$ cat src/rtl/jk_bank_arbiter.sv
// jk_bank_arbiter: round-robin arbiter that applies one masked JK command per
// clock to a shared bank of W JK flip-flops (each realised as a T flip-flop fed
// by JK-to-T conversion). Each accepted command gets a one-cycle grant pulse.
module jk_bank_arbiter #(
    parameter int N   = 4,
    parameter int W   = 8,
    localparam int IDW = (N > 1) ? $clog2(N) : 1
) (
    input  logic             clk,
    input  logic             rst,
    input  logic [N-1:0]     req,
    input  logic [2*N-1:0]   cmd,
    input  logic [N*W-1:0]   mask,
    output logic [N-1:0]     gnt,
    output logic [W-1:0]     q,
    output logic [IDW-1:0]   last_id
);

    logic [IDW-1:0] ptr;
    logic [N-1:0]   elig;
    logic           win_vld;
    logic [IDW-1:0] win_id;
    logic [1:0]     win_cmd;
    logic [W-1:0]   win_mask;
    logic [W-1:0]   t_vec;
    logic [W-1:0]   q_nxt;

    // A requester granted last edge sits out this edge so a held req is not re-served.
    assign elig = req & ~gnt;

    // Search for the first eligible requester starting at ptr, wrapping modulo N.
    always_comb begin
        int j;
        win_vld = 1'b0;
        win_id  = '0;
        j       = 0;
        for (int k = 0; k < N; k++) begin
            j = int'(ptr) + k;
            if (j >= N) j = j - N;
            if (!win_vld && elig[j]) begin
                win_vld = 1'b1;
                win_id  = IDW'(j);
            end
        end
    end

    // JK-to-T conversion on the winner's masked bits; unmasked bits keep their state.
    always_comb begin
        win_cmd  = cmd[2*int'(win_id) +: 2];
        win_mask = mask[W*int'(win_id) +: W];
        t_vec    = ({W{win_cmd[1]}} & ~q) | ({W{win_cmd[0]}} & q);
        q_nxt    = q ^ (t_vec & win_mask);
    end

    // Commit the winning command, pulse its grant and advance the pointer past it.
    always_ff @(posedge clk) begin
        if (rst) begin
            q       <= '0;
            gnt     <= '0;
            last_id <= '0;
            ptr     <= '0;
        end else if (win_vld) begin
            q       <= q_nxt;
            gnt     <= {{(N-1){1'b0}}, 1'b1} << win_id;
            last_id <= win_id;
            if (int'(win_id) == N - 1) ptr <= '0;
            else                       ptr <= win_id + IDW'(1);
        end else begin
            gnt <= '0;
        end
    end

endmodule
$ cat config.mk
export PLATFORM = sky130hd
export DESIGN_NAME = jk_bank_arbiter
export DESIGN_NICKNAME = d
export VERILOG_FILES = /design/src/rtl/jk_bank_arbiter.sv
export SDC_FILE = /design/constraint.sdc
export NUM_CORES = 1
export LEC_CHECK = 0
export ABC_CLOCK_PERIOD_IN_PS = 5200
export CAP_MARGIN = 30
export CORE_MARGIN = 8
export CORE_UTILIZATION = 41
export DETAILED_ROUTE_END_ITERATION = 7
export PLACE_DENSITY = 0.87
export RECOVER_POWER = 100
export SLEW_MARGIN = 10
export SYNTH_ARGS = -nofsm -noshare
export SYNTH_HDL_FRONTEND = slang
export SYNTH_SLANG_ARGS = --single-unit
$ cat constraint.sdc
create_clock -name clk -period 5.2 [get_ports clk]
set_input_delay 0.78 -clock clk [delete_from_list [all_inputs] [get_ports clk]]
set_output_delay 0.78 -clock clk [all_outputs]
set_load 0.02 [all_outputs]
======== Word level (Yosys, flattened, before mapping) ========
Cells that the tools add are included.
word-level totals
  bits in registers ....................... 16
cells by class
  add/subtract/negate cells ............... 8
  $lt $le $gt $ge ......................... 8
  equal/unequal tests ..................... 1
  shift-type cells ........................ 3
  multiplexer cells ....................... 25
  bitwise logic cells ..................... 9
  reduce and logical (&&, ||, !) cells .... 7
operators with widths
  operator             count
  $lt 32x4->1 const B  4
  $mux 32              4
  $shiftx 32x6->8      1
  $and 8x8->8          3
  $mux 1               12
  $sub 3x3->4 const B  3
  $mux 2               5
  $ge 3x3->1 const B   3
  $bmux 1 s2           4
  $not 8->8            1
  $or 8x8->8           1
  $shiftx 8x4->2       1
  $xor 8x8->8          1
  $add 2x2->3 const B  2
  $and 4x4->4          1
  $not 4->4            1
  $shl 1x2->4 const A  1
  $sub 2x3->4 const B  1
  $add 2x1->3 const B  1
  $ge 2x3->1 const B   1
  $logic_and 1x1->1    3
  $logic_not 1->1      3
  $add 2x1->2 const B  1
  $eq 2x1->1 const B   1
  other kinds (2)      2

======== Longest topological paths before layout ========
Gate-level depths: netlist of the first run.
  depth in word-level cells ............... 20
  mapped depth ............................ 9
  gate-level depth less buffers ........... 7

======== Least setup slack after synthesis of the first run ========
OpenSTA, ideal clock, no wires.
  path type ............................... input to register
  start ................................... input port req[2]
  end ..................................... register q[1]
  setup time .............................. 0.069 ns
  arrival time ............................ 2.369 ns
  data required time ...................... 5.131 ns
  setup slack ............................. 2.762 ns
  stages on the path ...................... 9
  path buffers ............................ 2
  path through ............................ nor2b_1 a31oi_1 o211ai_2 buf_6 buf_12 mux2i_1 mux2_2 or3_1 o21ai_1
on the way
  cells in the longest elaborated chain, start to end .. 19
  elaborated cells on any way between the ends .. 34
  those cells by class .................... shift (2); mux (20); bitwise (6); reduce/logical (6)
RTL lines
  what                                        RTL line  source
  start, declared                             11        input logic [N-1:0] req,
  $and 4x4->4 *                               29        assign elig = req & ~gnt;
  $bmux 1 s2                                  40        if (!win_vld && elig[j]) begin
  $mux 1 (not written as such) (2 in series)  40
  $mux 1                                      40
  $logic_not 1->1                             40
  $logic_and 1x1->1                           40
  $mux 1                                      40
  $logic_not 1->1                             40
  [... 2 more ...]                            n/a
  $logic_not 1->1                             40
  $logic_and 1x1->1                           40
  $mux 2                                      40
  $shiftx 8x4->2                              49        win_cmd = cmd[2*int'(win_id) +: 2];
  $and 8x8->8                                 51        t_vec = ({W{win_cmd[1]}} & ~q) | ({W{win_cmd[0]}} & q);
  $or 8x8->8                                  51
  $and 8x8->8                                 52        q_nxt = q ^ (t_vec & win_mask);
  $xor 8x8->8                                 52
  end signal, assigned                        63        q <= q_nxt;
  end, declared                               15        output logic [W-1:0] q,
Every way passes the cells marked *; elsewhere a longest branch is shown, timed or not. The select of a mux whose other input is x is not followed.
A chain may end at the register's enable or synchronous reset.

======== Worst setup path after layout of the first run ========
  start ................................... input port req[3]
  end ..................................... register q[3]
Same word-level chain as after synthesis.

==> results of run 1 <==
[power breakdown]
group	leakage, nW	total, mW	internal [mW]	switching [mW]
clock	0.0210	0.0815	0.0425	0.0390
combinational	0.573	0.471	0.234	0.238
sequential	0.132	0.208	0.171	0.0373
total	0.726	0.761	0.447	0.314
[synthesized netlist by cell type]
cell type  instances
a21oi_1            5
a22oi_1            1
a31oi_1            1
and2b_1            1
buf_12             1
buf_2              1
buf_6              1
clkbuf_1           2
dfxtp_1           16
inv_1              3
mux2_2             8
mux2i_1           20
nand2_1            1
nand2b_1           3
nand3b_1           1
nor2_1             5
nor2b_1           11
nor3_1             2
nor4_1             1
nor4b_2            1
o211ai_2           2
o21a_1             1
o21ai_0            8
o21ai_1            8
o22a_1             3
or2_2              1
or3_1              8
xor2_1             1
[registers in the layout, summed over array words and instances (netlist names)]
register and count:
gnt 4, last_id 2, ptr 2, q 8
[placed cells by master, fill, tap and decap left out, types with 5 or more instances in the layout]
cell type / Yosys / routed
clkdlybuf4s50_1: 0 / 43
mux2i_1: 20 / 20
o21ai_0: 8 / 16
dfxtp_1: 16 / 16
dlygate4sd3_1: 0 / 16
nor2b_1: 11 / 11
mux2_2: 8 / 8
or3_1: 8 / 8
a21oi_1: 5 / 5
nor2_1: 5 / 5
[final cells by class]
type	count	area [um^2]
Clock buffer	4	36.3
Inverter	3	11.3
Sequential cell	16	320
Tap cell	30	37.5
Fill cell	200	782
Timing Repair Buffer	60	606
Multi-Input combinational cell	93	684
[stage by stage]
step	util	area (um^2)	hold WS, ns	setup slack (ns)	power (mW)
final	0.684	1700	0.468	2.04	0.761
after global routing	0.684	1700	0.493	1.90	0.814
after CTS	0.686	1700	0.465	2.18	0.786
after detailed placement	0.672	1660	0.448	1.89	0.703
after global placement	0.666	1650	0.443	1.77	0.677
after floorplan	-	1060	0.527	2.76	0.542
[layer usage]
layer | up-vias | routed length [um] | track usage
li1 | 544 | - | -
met1 | 510 | 1250 | 0.159
met2 | 51 | 1570 | 0.246
met3 | 6 | 315 | 0.0554
met4 | 0 | 41 | 0.0444
met5 | - | 0 | 0
[cell families after synthesis]
group,Yosys count,synth area share
compound gates,29,0.167
simple gates,35,0.200
buf+inv,8,0.0517
flops,16,0.301
mux,28,0.273
xor+xnor,1,0.00823
[worst paths after layout]
path                    from         end  slack, ns  depth (start not counted)
hold / removal    last_id[0]  last_id[0]       0.47                          2
setup / recovery      req[3]        q[3]       2.04                          8
hold reg to reg   last_id[0]  last_id[0]       0.47                          2
setup reg to reg      gnt[0]        q[3]       2.75                          7
[worst max-delay path, cell delays in order]
cell,delay (ns)
dlygate4sd3_1,0.53
nor2b_1,0.19
o21a_1,0.20
o22a_1,0.39
or2_2,0.40
o22a_1,0.31
or3_1,0.36
o21ai_0,0.19
==> flow_summary.toml, run 1 <==
[cells_and_area]
final_nets = 223
drive_gt1_frac = 0.0909
area_growth_pct = 59.2
antennaDiodeCount = 0
fin_cells = 206

[synth]
synth_top_area_share = 0.301
synth.distinct_cells = 28
synth_top_area_cell = "dfxtp_1"
synth_nets = 163
ys_top_cells_by_area = "dfxtp_1, mux2i_1, mux2_2, nor2b_1, or3_1"
ys_warn_count = 0
synth.cell_area_um2 = 1060
syn_area_per_cell_um2 = 9.10
ys_seq_area_frac = 0.301
synth-seq-cells = 16
netlist_instances = 117

[floorplan]
die_h_um = 67.0
design.core.area_um2 = 2480
start_util = 0.430
dieArea_um2 = 4480
fp.dieW_um = 67.0
boundaryPins = 60
rows = 18

[run]
max_cap_viol_count = 0

[place]
place_hpwl_um = 2570
gp_congestion = 0.747
port_buffers = 59
dp_cells = 202

[critical_path]
startpoint_type = "input port"
path_class = "input port to register"
cp.arrival_ns = 3.35
required_ns = 5.40
worstPathMaxFanout = 12
end_kind = "register"

[min_path]
hp-class = "register to register"

[global_route]
grt_pass1_vias = 1173
grt_pass1_wl_um = 5180
grt_max_degree = 23
grt_antenna_before_repair = 0
grt-ovfl-total = 0
grt_use_total = 0.144

[routing]
via_per_inst = 5.39
ant_nets = 0
wirelength_um = 3180
drt_first_pass_iters = 4
vias = 1111
first_iter_violations = 89
post_drt_wl_per_cell_um = 15.5
drcViolationCount = 0

[timing]
period_minus_slack_ns = 3.16
tightest_slew_ns = 0.781
max_freq_mhz = 317
fin_setup_tns_ns = 0
finalCritPeriodShare = 0.608
setup_viol_count_final = 0
hold_viol_final = 0
rsz0062_at_grt = "no"
skew_ns = 0.00248
relSlewSlack = 0.475
slew_violations = 0

[cts]
postCtsSetupBuffers = 0
cts_max_level = 1
clkSinkCount = 16
cts-resized-gates = 0
clock_latency_ns = 0.28
cts_hold_buf = 0
cts_made_buffers = 3
cts_root_buf = "clkbuf_4"
cts_tree = "done"
cts_buffer_depth = 2
clk_pin_slew_ns = 0.10

[power]
power_density_nw_per_um2 = 449
p_leak_nw = 0.726
vdd_drop_max_uv = 260

[run_status]
status = "finished clean"
Power figures use the tool's default switching activity.
==> run 2: changes to the inputs <==
Settings changed: ABC_CLOCK_PERIOD_IN_PS 5200 to 2700, CORE_UTILIZATION 41 to 34, PLACE_DENSITY 0.87 to 0.77.
Clock period 5.2 ns to 2.7 ns, I/O delays scaled along.
==> run 2 against run 1 <==
Against the previous run:
- routed wire length up 3.0%
- sequential power up 92%
- sequential share of layout area fell by 0.52 points
- cell count rose by 9.7%
- register-to-register slack got worse by 2.3 ns
- design area grew 2.8%
- clock-buffer cell count is the same
- global-route usage shrank 1.6 points
- critical path type unchanged
- critical endpoint is now q[2]
==> flow_summary.toml, run 2 (synthesis results as in run 1) <==
[place]
gp_congestion = 0.754
port_buffers = 59
place_hpwl_um = 2760
dp_slack_ns = 0.0250
place_area_um2 = 1720

[cts]
cts_hold_buf = 0
cts-resized-gates = 0
clk_pin_slew_ns = 0.10
cts_root_buf = "clkbuf_4"
cts_made_buffers = 3
clock_latency_ns = 0.29
cts_buffer_depth = 2
cts_tree = "done"
clkSinkCount = 16
cts_max_level = 1
postCtsSetupBuffers = 0

[cells_and_area]
largest_reg_flops = 8
fillers = 279
final_cell_mix = "clkdlybuf4s50_1, mux2i_1, o21ai_0, dfxtp_1, dlygate4sd3_1"
antennaDiodeCount = 0
area_growth_pct = 63.7
seq_area_um2 = 320
drive_gt1_frac = 0.110
multiInputGateArea_um2 = 684
stdcell_area_um2 = 1740
final_common_cell = "clkdlybuf4s50_1"
reg.largest.list = "q (8), gnt (4)"
final_nets = 229
largest-register = "q"

[routing]
vias = 1103
wirelength_um = 3280
via_per_inst = 4.88
drt_first_pass_iters = 4
drcViolationCount = 0
ant_nets = 0
first_iter_violations = 22
post_drt_wl_per_cell_um = 14.5

[floorplan]
rows = 20
design.core.area_um2 = 3030
fp.dieW_um = 72.0
die_h_um = 72.0
boundaryPins = 60
start_util = 0.352
dieArea_um2 = 5180

[run_status]
status = "finished clean"

[min_path]
hp-class = "register to register"

[critical_path]
path_class = "input port to register"
worstPathMaxFanout = 8
crit_path_max_incr_delay_ns = 0.39
cp_slowest_cell = "clkdlybuf4s50_1"
startpoint_type = "input port"
end_kind = "register"
crit_path_frequent_cell = "o22a_1"
cp.arrival_ns = 2.63
required_ns = 2.92
crit_chain = "clkdlybuf4s50_1 -> nor2b_1 -> buf_4 -> o21a_1 -> o22a_1 -> or2_2 -> o22a_1 -> or3_1 -> o21ai_0"

[timing]
hold_viol_final = 0
fin_ws_ns = 0.288
relSlewSlack = 0.521
period_minus_slack_ns = 2.41
slew_violations = 0
max_freq_mhz = 415
rsz0062_at_grt = "no"
fin_setup_tns_ns = 0
skew_ns = 0.00545
finalCritPeriodShare = 0.893
tightest_slew_ns = 0.717
whs_ns = 0.467
setup_viol_count_final = 0

[global_route]
grt_pass1_vias = 1168
grt_antenna_before_repair = 0
grt-ovfl-total = 0
grt_use_total = 0.127
grt_max_degree = 23
grt_pass1_wl_um = 5400

[power]
vdd_drop_max_uv = 357
comb_power_share = 0.623
switching_share = 0.408
internal_power_mw = 0.879
pwr-share-seq = 0.270
power_density_nw_per_um2 = 851
p_leak_nw = 0.745
p_sw_mw = 0.605
clkPwrFrac = 0.108
power_mw = 1.48

[run]
max_cap_viol_count = 0
run 2: path summary, 6_finish.rpt:
kind	startpoint	end	slack, ns	cells after the start
worst max register to register	gnt[0]	q[2]	0.49	7
worst min register to register	last_id[0]	last_id[0]	0.47	2
worst min-delay path	last_id[0]	last_id[0]	0.47	2
worst max-delay path	req[3]	q[2]	0.29	9
run 2: layout make-up:
| type | count | area share |
|---|---|---|
| sequential | 16 | 0.184 |
| timing repair buffer | 66 | 0.365 |
| clock buffer | 4 | 0.0208 |
| multi-input combinational | 93 | 0.393 |
| inverter | 3 | 0.00646 |
| tap | 44 | 0.0316 |
run 2: worst max-delay path, delay by kind of cell:
family | cells | cell delay [ns]
AOI/OAI and AO/OA | 4 | 0.85
and+or+nand+nor | 3 | 0.83
buffers and inverters | 2 | 0.53
run 2: power by group through the flow:
stage               registers (mW)  clock network, mW  logic [mW]
floorplan                    0.495                  0       0.549
global placement             0.404                  0       0.956
detailed placement           0.410                  0       0.985
CTS                          0.406              0.162       0.987
global route                 0.417              0.172        1.01
finish                       0.400              0.160       0.924
run 2: metal layers:
layer / wire (um) / vias to the layer above / track usage
li1: - / 555 / -
met1: 1230 / 515 / 0.126
met2: 1810 / 33 / 0.245
met3: 241 / 0 / 0.0510
met4: 0 / 0 / 0.0204
met5: 0 / - / 0
run 2: metrics by stage:
step | std cells | utilization
2_1_floorplan | 117 | -
3_3_place_gp | 222 | 0.568
3_5_place_dp | 222 | 0.568
4_1_cts | 226 | 0.580
5_1_grt | 226 | 0.576
6_report | 226 | 0.576
